[src/rtl/ibex_pkg.sv]
// Shared types and encodings for the dummy instruction generator.
// Holds the op/state enums, R-type field constants and LFSR tap selection.
package ibex_pkg;

  typedef enum logic [1:0] {
    DummyAdd = 2'b00,
    DummyMul = 2'b01,
    DummyDiv = 2'b10,
    DummyAnd = 2'b11
  } dummy_op_e;

  typedef enum logic [1:0] {
    StIdle   = 2'b00,
    StCount  = 2'b01,
    StInsert = 2'b10
  } dummy_state_e;

  localparam logic [6:0] OpcodeOp     = 7'h33;
  localparam logic [6:0] Funct7Base   = 7'b0000000;
  localparam logic [6:0] Funct7Muldiv = 7'b0000001;
  localparam logic [2:0] Funct3Add    = 3'b000;
  localparam logic [2:0] Funct3Mul    = 3'b000;
  localparam logic [2:0] Funct3Div    = 3'b100;
  localparam logic [2:0] Funct3And    = 3'b111;

  localparam logic [63:0] LfsrDefaultSeed = 64'h5A5A_C3E1_9E37_79B9;

  // Galois (right-shift) feedback masks; unlisted widths still run but are not maximal length.
  function automatic logic [63:0] lfsr_taps(int unsigned width);
    case (width)
      16:      return 64'h0000_0000_0000_B400;
      24:      return 64'h0000_0000_00E1_0000;
      32:      return 64'h0000_0000_8020_0003;
      64:      return 64'hD800_0000_0000_0000;
      default: return (64'd1 << (width - 1)) | 64'd3;
    endcase
  endfunction

endpackage

[src/rtl/prim_lfsr.sv]
// Galois LFSR with seed load (priority) and step enable.
// Exposes the low StateOutDw bits of the current and next state.
module prim_lfsr #(
  parameter int unsigned      LfsrDw      = 32,
  parameter int unsigned      StateOutDw  = 17,
  parameter logic [LfsrDw-1:0] DefaultSeed = LfsrDw'(1),
  parameter logic [LfsrDw-1:0] Taps        = LfsrDw'(3)
) (
  input  logic                  clk_i,
  input  logic                  rst_ni,
  input  logic                  seed_en_i,
  input  logic [LfsrDw-1:0]     seed_i,
  input  logic                  lfsr_en_i,
  output logic [StateOutDw-1:0] state_o,
  output logic [StateOutDw-1:0] state_next_o
);

  logic [LfsrDw-1:0] lfsr_q, lfsr_d;

  always_comb begin
    lfsr_d = lfsr_q;
    if (seed_en_i) begin
      // An all-zero state would lock up, so fall back to the default seed.
      lfsr_d = (seed_i == '0) ? DefaultSeed : seed_i;
    end else if (lfsr_en_i) begin
      lfsr_d = (lfsr_q >> 1) ^ ({LfsrDw{lfsr_q[0]}} & Taps);
    end
  end

  always_ff @(posedge clk_i or negedge rst_ni) begin
    if (!rst_ni) begin
      lfsr_q <= DefaultSeed;
    end else begin
      lfsr_q <= lfsr_d;
    end
  end

  assign state_o      = lfsr_q[StateOutDw-1:0];
  assign state_next_o = lfsr_d[StateOutDw-1:0];

endmodule

[src/rtl/ibex_dummy_instr_gen.sv]
// Inserts randomised R-type dummy instructions (rd = x0) between real instructions.
// Define IBEX_DUMMY_INSTR_PERF_EN to build the saturating accepted-dummy counter.
module ibex_dummy_instr_gen
  import ibex_pkg::*;
#(
  parameter int unsigned TimeoutCntW = 5,
  parameter int unsigned BurstW      = 2,
  parameter int unsigned LfsrDw      = 32
) (
  input  logic                   clk_i,
  input  logic                   rst_ni,
  input  logic                   dummy_instr_en_i,
  input  logic [TimeoutCntW-1:0] dummy_instr_mask_i,
  input  logic [3:0]             dummy_op_en_i,
  input  logic [BurstW-1:0]      dummy_burst_len_i,
  input  logic                   dummy_instr_seed_en_i,
  input  logic [LfsrDw-1:0]      dummy_instr_seed_i,
  input  logic                   fetch_valid_i,
  input  logic                   id_in_ready_i,
  output logic                   insert_dummy_instr_o,
  output logic [31:0]            dummy_instr_data_o,
  output logic [31:0]            dummy_instr_cnt_o
);

  localparam int unsigned StateOutDw = 12 + TimeoutCntW;
  localparam logic [63:0] Taps64     = lfsr_taps(LfsrDw);

  dummy_state_e            state_q, state_d;
  logic [TimeoutCntW-1:0]  cnt_q, cnt_d;
  logic [TimeoutCntW-1:0]  thr_q, thr_d;
  logic [BurstW-1:0]       burst_q, burst_d;
  logic [LfsrDw-1:0]       seed_q, seed_d;

  logic [StateOutDw-1:0]   lfsr_state, lfsr_state_next;
  logic                    real_issue, dummy_accept;
  dummy_op_e               op_raw, op_sel;
  logic [6:0]              funct7;
  logic [2:0]              funct3;

  assign seed_d = seed_q ^ dummy_instr_seed_i;

  prim_lfsr #(
    .LfsrDw      (LfsrDw),
    .StateOutDw  (StateOutDw),
    .DefaultSeed (LfsrDefaultSeed[LfsrDw-1:0]),
    .Taps        (Taps64[LfsrDw-1:0])
  ) u_lfsr (
    .clk_i        (clk_i),
    .rst_ni       (rst_ni),
    .seed_en_i    (dummy_instr_seed_en_i),
    .seed_i       (seed_d),
    .lfsr_en_i    (dummy_accept),
    .state_o      (lfsr_state),
    .state_next_o (lfsr_state_next)
  );

  logic unused_lfsr_next;
  assign unused_lfsr_next = ^lfsr_state_next[StateOutDw-1:TimeoutCntW];

  assign real_issue           = fetch_valid_i & id_in_ready_i;
  assign insert_dummy_instr_o = (state_q == StInsert) & dummy_instr_en_i;
  assign dummy_accept         = insert_dummy_instr_o & id_in_ready_i;

  always_comb begin
    state_d = state_q;
    cnt_d   = cnt_q;
    thr_d   = thr_q;
    burst_d = burst_q;
    if (!dummy_instr_en_i) begin
      state_d = StIdle;
      cnt_d   = '0;
      burst_d = '0;
    end else begin
      case (state_q)
        StIdle: begin
          state_d = StCount;
          cnt_d   = '0;
          thr_d   = lfsr_state[TimeoutCntW-1:0] & dummy_instr_mask_i;
        end
        StCount: begin
          if (cnt_q == thr_q) begin
            state_d = StInsert;
            burst_d = dummy_burst_len_i;
          end else if (real_issue) begin
            cnt_d = cnt_q + TimeoutCntW'(1);
          end
        end
        StInsert: begin
          if (dummy_accept) begin
            if (burst_q == '0) begin
              state_d = StCount;
              cnt_d   = '0;
              // Threshold comes from the value the LFSR steps to on this acceptance.
              thr_d   = lfsr_state_next[TimeoutCntW-1:0] & dummy_instr_mask_i;
            end else begin
              burst_d = burst_q - BurstW'(1);
            end
          end
        end
        default: state_d = StIdle;
      endcase
    end
  end

  always_ff @(posedge clk_i or negedge rst_ni) begin
    if (!rst_ni) begin
      state_q <= StIdle;
      cnt_q   <= '0;
      thr_q   <= '0;
      burst_q <= '0;
      seed_q  <= '0;
    end else begin
      state_q <= state_d;
      cnt_q   <= cnt_d;
      thr_q   <= thr_d;
      burst_q <= burst_d;
      if (dummy_instr_seed_en_i) begin
        seed_q <= seed_d;
      end
    end
  end

  assign op_raw = dummy_op_e'(lfsr_state[TimeoutCntW+10 +: 2]);

  always_comb begin
    op_sel = op_raw;
    if (!dummy_op_en_i[op_raw]) begin
      op_sel = DummyAdd;
    end
    funct7 = Funct7Base;
    funct3 = Funct3Add;
    case (op_sel)
      DummyMul: begin funct7 = Funct7Muldiv; funct3 = Funct3Mul; end
      DummyDiv: begin funct7 = Funct7Muldiv; funct3 = Funct3Div; end
      DummyAnd: begin funct7 = Funct7Base;   funct3 = Funct3And; end
      default:  begin funct7 = Funct7Base;   funct3 = Funct3Add; end
    endcase
  end

  assign dummy_instr_data_o = {funct7, lfsr_state[TimeoutCntW+5 +: 5], lfsr_state[TimeoutCntW +: 5],
                               funct3, 5'h00, OpcodeOp};

`ifdef IBEX_DUMMY_INSTR_PERF_EN
  logic [31:0] perf_cnt_q;

  always_ff @(posedge clk_i or negedge rst_ni) begin
    if (!rst_ni) begin
      perf_cnt_q <= '0;
    end else if (!dummy_instr_en_i) begin
      perf_cnt_q <= '0;
    end else if (dummy_accept && (perf_cnt_q != '1)) begin
      perf_cnt_q <= perf_cnt_q + 32'd1;
    end
  end

  assign dummy_instr_cnt_o = perf_cnt_q;
`else
  assign dummy_instr_cnt_o = '0;
`endif

endmodule
[config.mk]
export PLATFORM = sky130hd
export DESIGN_NAME = ibex_dummy_instr_gen
export DESIGN_NICKNAME = d
export VERILOG_FILES = /design/src/rtl/ibex_pkg.sv /design/src/rtl/prim_lfsr.sv /design/src/rtl/ibex_dummy_instr_gen.sv
export SDC_FILE = /design/constraint.sdc
export NUM_CORES = 1
export LEC_CHECK = 0
export BUFFER_PORTS_ARGS = -buffer_cell sky130_fd_sc_hd__buf_2
export CAP_MARGIN = 40
export CORE_MARGIN = 3
export CORE_UTILIZATION = 25
export DETAILED_ROUTE_END_ITERATION = 8
export GPL_TIMING_DRIVEN = 0
export PLACE_DENSITY = 0.45
export SLEW_MARGIN = 30
export SYNTH_ARGS = -nofsm -noshare
export SYNTH_HDL_FRONTEND = slang
export SYNTH_SLANG_ARGS = --single-unit
[constraint.sdc]
create_clock -name clk_i -period 1.9 [get_ports clk_i]
set_clock_uncertainty 0.1 [all_clocks]
set_input_delay 0.38 -clock clk_i [delete_from_list [all_inputs] [get_ports clk_i]]
set_output_delay 0.38 -clock clk_i [all_outputs]
set_load 0.1 [all_outputs]
# Word-level counts from Yosys, hierarchy flattened
# Index checks and enable logic that the tools add are counted.
[word_totals]
regBits = 78
in_bits = 49
output_inout_bits = 65
elab_cells = 70
[classes]
n_addsub = 2
n_lt_le_gt_ge = 1
n_eq_ne = 16
n_mux = 27
bitwise = 7
reduce_logical = 10
[op_table]
columns = ["operator", "n"]
rows = [
  ["32-bit 2-to-1 mux", 3],
  ["5-bit 2-to-1 mux", 7],
  ["32-bit zero test", 1],
  ["31-bit by 32-bit bitwise XOR with 32-bit output", 1],
  ["32-bit bitwise XOR", 1],
  ["2-bit 2-to-1 mux", 9],
  ["3-bit inequality test, second input constant", 5],
  ["5-bit one-hot mux with 3 select lines", 1],
  ["5-bit AND", 2],
  ["5-bit one-hot mux with 2 select lines", 1],
  ["4-bit AND reduction", 2],
  ["2-bit equality test, second input constant", 3],
  ["2-bit one-hot mux with 3 select lines", 1],
  ["3-bit one-hot mux with 2 select lines", 1],
  ["5-bit by 1-bit adder with 5-bit output, second input constant", 1],
  ["5-bit equality test", 1],
  ["5-bit AND reduction", 1],
  ["2-bit by 1-bit equality test with 1-bit output, second input constant", 2],
  ["2-bit zero test", 2],
  ["4-bit by 1-bit inequality test with 1-bit output, second input constant", 1],
  ["2-bit one-hot mux with 2 select lines", 1],
  ["2-bit nonzero test", 2],
  ["1-bit AND", 3],
  ["2-bit by 3-bit < comparator with 1-bit output, second input constant", 1],
  ["other kinds (9)", 10],
]

# Longest topological paths before layout
# Gate-level depths: netlist (run 1).
[logic_depth]
depth_word = 9
mapped_depth = 7
ltp_nobuf = 7

# Hierarchy
# From an unflattened synthesis (run 1), not the netlist that was laid out.
[hier_totals]
cells_unflattened = 505
hier_area_um2 = 4810.9
[modules_own_cells]
columns = ["module", "instances", "cells_each", "area_per_inst_um2", "seq_area_each_um2"]
rows = [
  ["ibex_dummy_instr_gen", 1, 293, 2860.2, 1151.1],
  ["prim_lfsr", 1, 212, 1950.6, 825.8],
]

# Worst setup path before layout (run 1)
# No wires, ideal clock.
[synth_path]
path_type = "reg2out"
from = "register u_lfsr.lfsr_q[16]"
to = "output port dummy_instr_data_o[13]"
t_arrival_ns = 3.387
required_ns = 1.420
path_slack_ns = -1.967
path_stages_with_launch = 4
path_buffers = 1
cell_sequence = "dfstp_2 > nor2b_1 > ha_1 > buf_4"
[synth_between]
elab_chain_cells = 5
[synth_rtl]
columns = ["item", "line", "source"]
rows = [
  ["start, declared", "prim_lfsr.sv:18", "logic [LfsrDw-1:0] lfsr_q, lfsr_d;"],
  ["start signal, assigned", "prim_lfsr.sv:32", "lfsr_q <= DefaultSeed;"],
  ["start signal, assigned", "prim_lfsr.sv:34", "lfsr_q <= lfsr_d;"],
  ["1-bit binary-select mux with 2-bit select", "ibex_dummy_instr_gen.sv:127", "if (!dummy_op_en_i[op_raw]) begin"],
  ["1-bit 2-to-1 mux (not written as such)", "ibex_dummy_instr_gen.sv:127", ""],
  ["2-bit 2-to-1 mux (*)", "ibex_dummy_instr_gen.sv:127", ""],
  ["2-bit equality test", "ibex_dummy_instr_gen.sv:132", "case (op_sel)"],
  ["3-bit one-hot mux with 2 select lines (*)", "ibex_dummy_instr_gen.sv:132", ""],
  ["end, declared", "ibex_dummy_instr_gen.sv:21", "output logic [31:0] dummy_instr_data_o,"],
]
# Every way passes the cells marked *; elsewhere a longest branch is shown, timed or not. The select of a mux whose other input is x is not followed.

# Worst setup path in the final report (run 1)
[layout_path]
from = "register u_lfsr.lfsr_q[15]"
to = "output port dummy_instr_data_o[13]"
# The elaborated chain is that of the path after synthesis.

==> summary.txt, run 1 <==
Detailed Route Iter0 Violations: 148
Pwr Density: 1549 mW/mm^2
slew margin rel.: 59.08%
met2 Usage GRT: 20.39%
layout cell share with drive strength beyond 1: 35.50%
register area share after synthesis: 43.79%
Area Growth Syn to Fin: 35.89%
detailed placement HPWL: 8878 um
CP max FO: 4
top post-synthesis cells by area: dfrtp_1, dfstp_2, xnor2_1
aggregate routed wire length: 11960 um
Max Slew Vio Count: 0
Hold Path Class: in -> reg
Hold Crit Depth: 3
Mean Syn Cell Area: 9.524 um^2
ANT nets after route: 0
Comb pwr share: 46.9%
failing checks: setup timing
maximum vdd drop: 1.768 mV
die area: 0.01971 mm^2
Worst-Margin Slew: 0.6139 ns
EDFF count, synth: 0
Die Ht: 140.4 um
worst skew pair latency: 0.35 ns
top-count cell post-synth: nand2_1
Tot GR Track Use: 12.29%
utilization after layout: 35.10%
via count: 3606
Tmin final: 2.087 ns
Synth Cell Area: 0.004514 mm^2
number of synthesized register bits: 78
first-pass GRT wire length: 19030 um
Max Root-Sink Buffers: 2
Setup violations, final: 27
Initial Util: 25.83%
TritonCTS Buffers: 9
setup TNS: -3.464 ns
DRC errors left: 0
yosys warns: 0
clock network fraction of total power: 19.9%
placed insts: 809
CTS H-tree depth: 3
Post-synth ARST share: 100.0%
first drt pass iteration count: 4
final hold slack: 0.1971 ns
CP required: 1.42 ns
Die Width: 140.4 um
Psw: 0.004094 W
fin cells: 839
pin count of the biggest net entering global routing: 59
outcome: complete, but fails checks
crit path capture type: primary output
Seq pwr share: 33.2%
routed len/inst: 14.26 um
GRT overflow: 0
Synth top cells by count: nand2_1, buf_4, xnor2_1
CTS sink count: 78
Critical Path Source Type: flop
Final Wtd Congestion: 0.8160
CTS root buf: clkbuf_16
top cell type's share of synthesized area: 32.15%
initial antenna violation count: 0
Synth Flop Type: dfrtp_1
depth of the most critical reg-to-reg path: 6
Tcrit/Tclk final: 109.8%
CTS tree: built
DR vias/cell: 4.298
Sw Share: 43.08%
Clk pin slew, worst setup/hold paths: 0.06 ns
CP arrival: 1.61 ns
Max Cap Viol: 0
Mapped Cells: 474
most used routing layer: met2
fin nets: 661
cell accounting for the most synthesized area: dfrtp_1
synth unique cells: 45
leak pwr: 2.837 nW
Boundary Pins: 114
num rows: 48
RSZ-0062 raised after global routing: yes
vias in the first global route: 3594
met1 usage: 15.37%
Cell Int Power: 0.005408 W
final hold vios: 0
final setup margin: -0.1869 ns
M3 GR Usage: 2.697%
Ant. Diodes: 0
f_max: 479.2 MHz
Port Buffer Count: 61
Core Box Area: 0.01748 mm^2
WS Path Type: reg -> out
## layer usage
metal / up-vias / share of wire [%]
met5: - / 0
met4: 0 / 2.6
met3: 21 / 5.2
met2: 101 / 49
met1: 1726 / 43
li1: 1758 / -
## placed cells by master, fill, tap and decap left out, types with 12 or more instances in the layout
cell and count:
dfstp_2 20, nor2_1 14, xor2_1 12, clkbuf_1 12, xnor2_1 51, conb_1 50
nand2_1 99, buf_4 77, buf_2 50, dfrtp_1 57
## registers in the layout (all words and copies together) (netlist names)
signal	count
state_q	2
u_lfsr.lfsr_q	32
burst_q	2
cnt_q	5
thr_q	5
seed_q	32
## cell families after synthesis
| group | synth area share [%] |
|---|---|
| AOI/OAI and AO/OA | 9.673 |
| xor gates and xnor gates | 13.97 |
| adders and majority gates | 0.8316 |
| buffers and inverters | 12.92 |
| DFF | 43.79 |
| muxes | 1.996 |
| other | 0.1664 |
| and+or+nand+nor | 16.66 |
## worst paths after layout
path                                        start                      to  slack [ns]
min                        dummy_instr_seed_i[29]              seed_q[29]        0.20
min reg2reg                            seed_q[18]              seed_q[18]        0.39
max in group asynchronous                  rst_ni       u_lfsr.lfsr_q[21]        0.74
min in group asynchronous                  rst_ni              seed_q[25]        0.34
max reg2reg                            seed_q[26]                thr_q[4]       -0.15
max                             u_lfsr.lfsr_q[15]  dummy_instr_data_o[13]       -0.19
## cell type report
cell class | count | area, um^2
clock buffer | 10 | 239.0
tap | 225 | 281.5
buffer | 81 | 573.1
sequential | 78 | 1978
clock inverter | 6 | 85.08
timing repair buffer | 77 | 561.8
fill | 1811 | 11340
multi-input combinational | 352 | 2379
inverter | 10 | 37.54
## critical path: stages, from the launching register on
cell     delay (ns)
dfrtp_1        0.42
mux2i_1        0.31
nor2b_4        0.08
ha_4           0.18
buf_12         0.12
buf_12         0.15
## power by group through the flow
stage / Clock [W] / Sequential, W / Combinational (W)
final: 0.00189 / 0.00315 / 0.00446
after global routing: 0.00202 / 0.00326 / 0.00474
after CTS: 0.00195 / 0.00313 / 0.00430
after detailed placement: 0 / 0.00315 / 0.00390
after global placement: 0 / 0.00313 / 0.00385
after floorplan: 0 / 0.00299 / 0.00327
## repair_timing
action                     4_1_cts  5_1_grt
buffers inserted                 9        4
pin swaps                        8        8
cloned                           1        0
resized for setup               46       28
setup endpoints to repair       44       35
hold buffers                     1        0
hold endpoints to repair        17        0
## through the flow
stage	total power [W]	cell area, um^2	setup slack, ns
after floorplan	0.006269	4735	-0.3489
after global placement	0.006978	5321	-0.4158
after detailed placement	0.007050	5355	-0.4387
after CTS	0.009376	5958	-0.2264
after global routing	0.01002	6135	-0.2467
final	0.009502	6135	-0.1869
No activity file was read; power rests on OpenSTA's default activity.
==> run 2, diff against run 1 <==
--- a/config.mk
+++ b/config.mk
@@ -11,6 +11,8 @@
 export CORE_UTILIZATION = 25
 export DETAILED_ROUTE_END_ITERATION = 8
+export GPL_ROUTABILITY_DRIVEN = 0
 export GPL_TIMING_DRIVEN = 0
 export PLACE_DENSITY = 0.45
+export RECOVER_POWER = 100
 export SLEW_MARGIN = 30
 export SYNTH_ARGS = -nofsm -noshare
==> constraint.sdc (replaced) <==
create_clock -name clk_i -period 1.9 [get_ports clk_i]
set_clock_uncertainty 0.1 [all_clocks]
set_input_delay 0.285 -clock clk_i [delete_from_list [all_inputs] [get_ports clk_i]]
set_output_delay 0.285 -clock clk_i [all_outputs]
set_load 0.1 [all_outputs]
==> run 2 against run 1 <==
The run still ends with setup timing left. Largest cell class unchanged. Final area shrank 1.8%. Register-to-register slack improved by 0.03 ns. Non-clock buffer count down 2. Combinational power shrank 4%.
==> summary.txt, run 2 (synthesized netlist as in run 1, its figures left out) <==
Cell Int Power: 0.005284 W (-2.3%)
TritonCTS Buffers: 9 (unchanged)
aggregate routed wire length: 11930 um (-0.25%)
detailed placement HPWL: 8878 um (unchanged)
CTS root buf: clkbuf_16
Hold Path Class: in -> reg
area of the multi-input gates: 0.002332 mm^2 (-1.9%)
CTS tree: built
Port Buffer Count: 61 (unchanged)
Die Ht: 140.4 um (unchanged)
Die Width: 140.4 um (unchanged)
pin count of the biggest net entering global routing: 59 (unchanged)
Sw Share: 43.41% (+0.32 points)
CP arrival: 2.19 ns (+0.58 ns)
Overall Power: 0.009337 W (-1.7%)
CTS H-tree depth: 3 (unchanged)
clock network fraction of total power: 20.3% (+0.4 points)
Area Growth Syn to Fin: 33.40%
Worst-Margin Slew: 1.315 ns (+0.7009 ns)
Critical Path Source Type: flop
Core Box Area: 0.01748 mm^2 (unchanged)
routed len/inst: 14.25 um (about the same)
Largest regs: seed_q x32, u_lfsr.lfsr_q x32
leak pwr: 2.797 nW (-1.4%)
worst skew pair latency: 0.35 ns (about the same)
final hold slack: 0.1029 ns (-0.09426 ns)
layout cell share with drive strength beyond 1: 33.99% (-1.5 points)
commonest non-fill, non-tap cell in the layout: nand2_1
Pwr Density: 1551 mW/mm^2 (+0.10%)
most frequent cells in the layout: nand2_1, buf_4, dfrtp_1
failing checks: setup timing
CTS sink count: 78 (unchanged)
CP max FO: 5 (+1)
maximum vdd drop: 1.332 mV (-25%)
Tmin final: 2.023 ns (-0.06384 ns)
Clk pin slew, worst setup/hold paths: 0.06 ns (about the same)
first drt pass iteration count: 4 (unchanged)
final setup margin: -0.1231 ns (+0.06385 ns)
ANT nets after route: 0 (unchanged)
met1 usage: 15.31% (-0.064 points)
most used routing layer: met2
fin nets: 659 (-0.30%)
Psw: 0.004053 W (-1.0%)
setup TNS: -2.709 ns (+0.7552 ns)
Detailed Route Iter0 Violations: 124 (-16%)
f_max: 494.3 MHz (+3.2%)
DR vias/cell: 4.275 (-0.54%)
Ant. Diodes: 0 (unchanged)
fin cells: 837 (-0.24%)
outcome: complete, but fails checks
Setup violations, final: 31 (+15%)
met2 Usage GRT: 20.44% (+0.050 points)
CP required: 2.07 ns (+0.65 ns)
WS Path Type: reg -> reg
first-pass GRT wire length: 19020 um (about the same)
# fillers: 1823 (+0.66%)
M3 GR Usage: 2.697% (unchanged)
initial antenna violation count: 0 (unchanged)
Tot GR Track Use: 12.28% (about the same)
Max Root-Sink Buffers: 2 (unchanged)
Boundary Pins: 114 (unchanged)
die area: 0.01971 mm^2 (unchanged)
Comb pwr share: 46.1% (-0.8 points)
Tcrit/Tclk final: 106.5% (-3.4 points)
crit path capture type: flop
Max Cap Viol: 0 (unchanged)
placed insts: 809 (unchanged)
DRC errors left: 0 (unchanged)
RSZ-0062 raised after global routing: yes
slew margin rel.: 12.35% (-47 points)
Seq pwr share: 33.7% (+0.5 points)
GRT overflow: 0 (unchanged)
vias in the first global route: 3599 (+0.14%)
Max Slew Vio Count: 0 (unchanged)
via count: 3578 (-0.78%)
final hold vios: 0 (unchanged)
num rows: 48 (unchanged)
register area: 0.001978 mm^2 (unchanged)
Initial Util: 25.83% (unchanged)
-- run 2: final timing paths --
check / cells after the start / slack [ns] / from / to
min: 3 / 0.10 / dummy_instr_seed_i[29] / seed_q[29]
max in group asynchronous: 3 / 0.08 / rst_ni / u_lfsr.lfsr_q[21]
max reg2reg: 6 / -0.12 / seed_q[10] / u_lfsr.lfsr_q[12]
max: 6 / -0.12 / seed_q[10] / u_lfsr.lfsr_q[12]
min reg2reg: 1 / 0.39 / seed_q[18] / seed_q[18]
min in group asynchronous: 2 / 0.65 / rst_ni / seed_q[25]
-- run 2: layout make-up --
type	instances	share of cell area, %
buffer	80	9.100
clock buffer	10	3.968
clock inverter	6	1.413
inverter	10	0.6233
multi-input combinational	352	38.73
sequential	78	32.85
tap	225	4.675
timing repair buffer	76	8.643
-- run 2: layer usage --
layer,vias up,share of wire [%],wire [um]
li1,1758,-,-
met1,1697,43,5142
met2,103,49,5800
met3,20,5.7,675
met4,0,2.6,313
met5,-,0,0
-- run 2: repair_timing --
item	in CTS	in global routing
hold buffers	1	0
pin swaps	8	3
gates resized for setup	39	24
cloned	1	0
endpoints found under the setup margin	39	33
buffers inserted	10	2
hold endpoints to repair	20	0
-- run 2: per-stage QoR --
step                area, um^2  utilization (%)  setup slack, ns
finish                    6022            34.46          -0.1231
global route              6022            34.46          -0.2176
CTS                       5912            33.83          -0.2009
detailed placement        5355            30.64          -0.3696
global placement          5321            30.45          -0.3282
floorplan                 4735                -          -0.2539
-- run 2: power groups by stage --
stage | Sequential, W | Combinational [W] | Clock, W
after floorplan | 0.00299 | 0.00327 | 0
after global placement | 0.00313 | 0.00385 | 0
after detailed placement | 0.00315 | 0.00390 | 0
after CTS | 0.00312 | 0.00423 | 0.00195
after global routing | 0.00325 | 0.00459 | 0.00202
final | 0.00314 | 0.00430 | 0.00189
-- run 2: worst max-delay path, cell delays in order, from the launching register on --
cell     delay [ns]
dfrtp_1        0.39
xor2_1         0.16
or4_4          0.56
nor4_4         0.26
a21oi_4        0.15
buf_12         0.16
a32oi_2        0.16
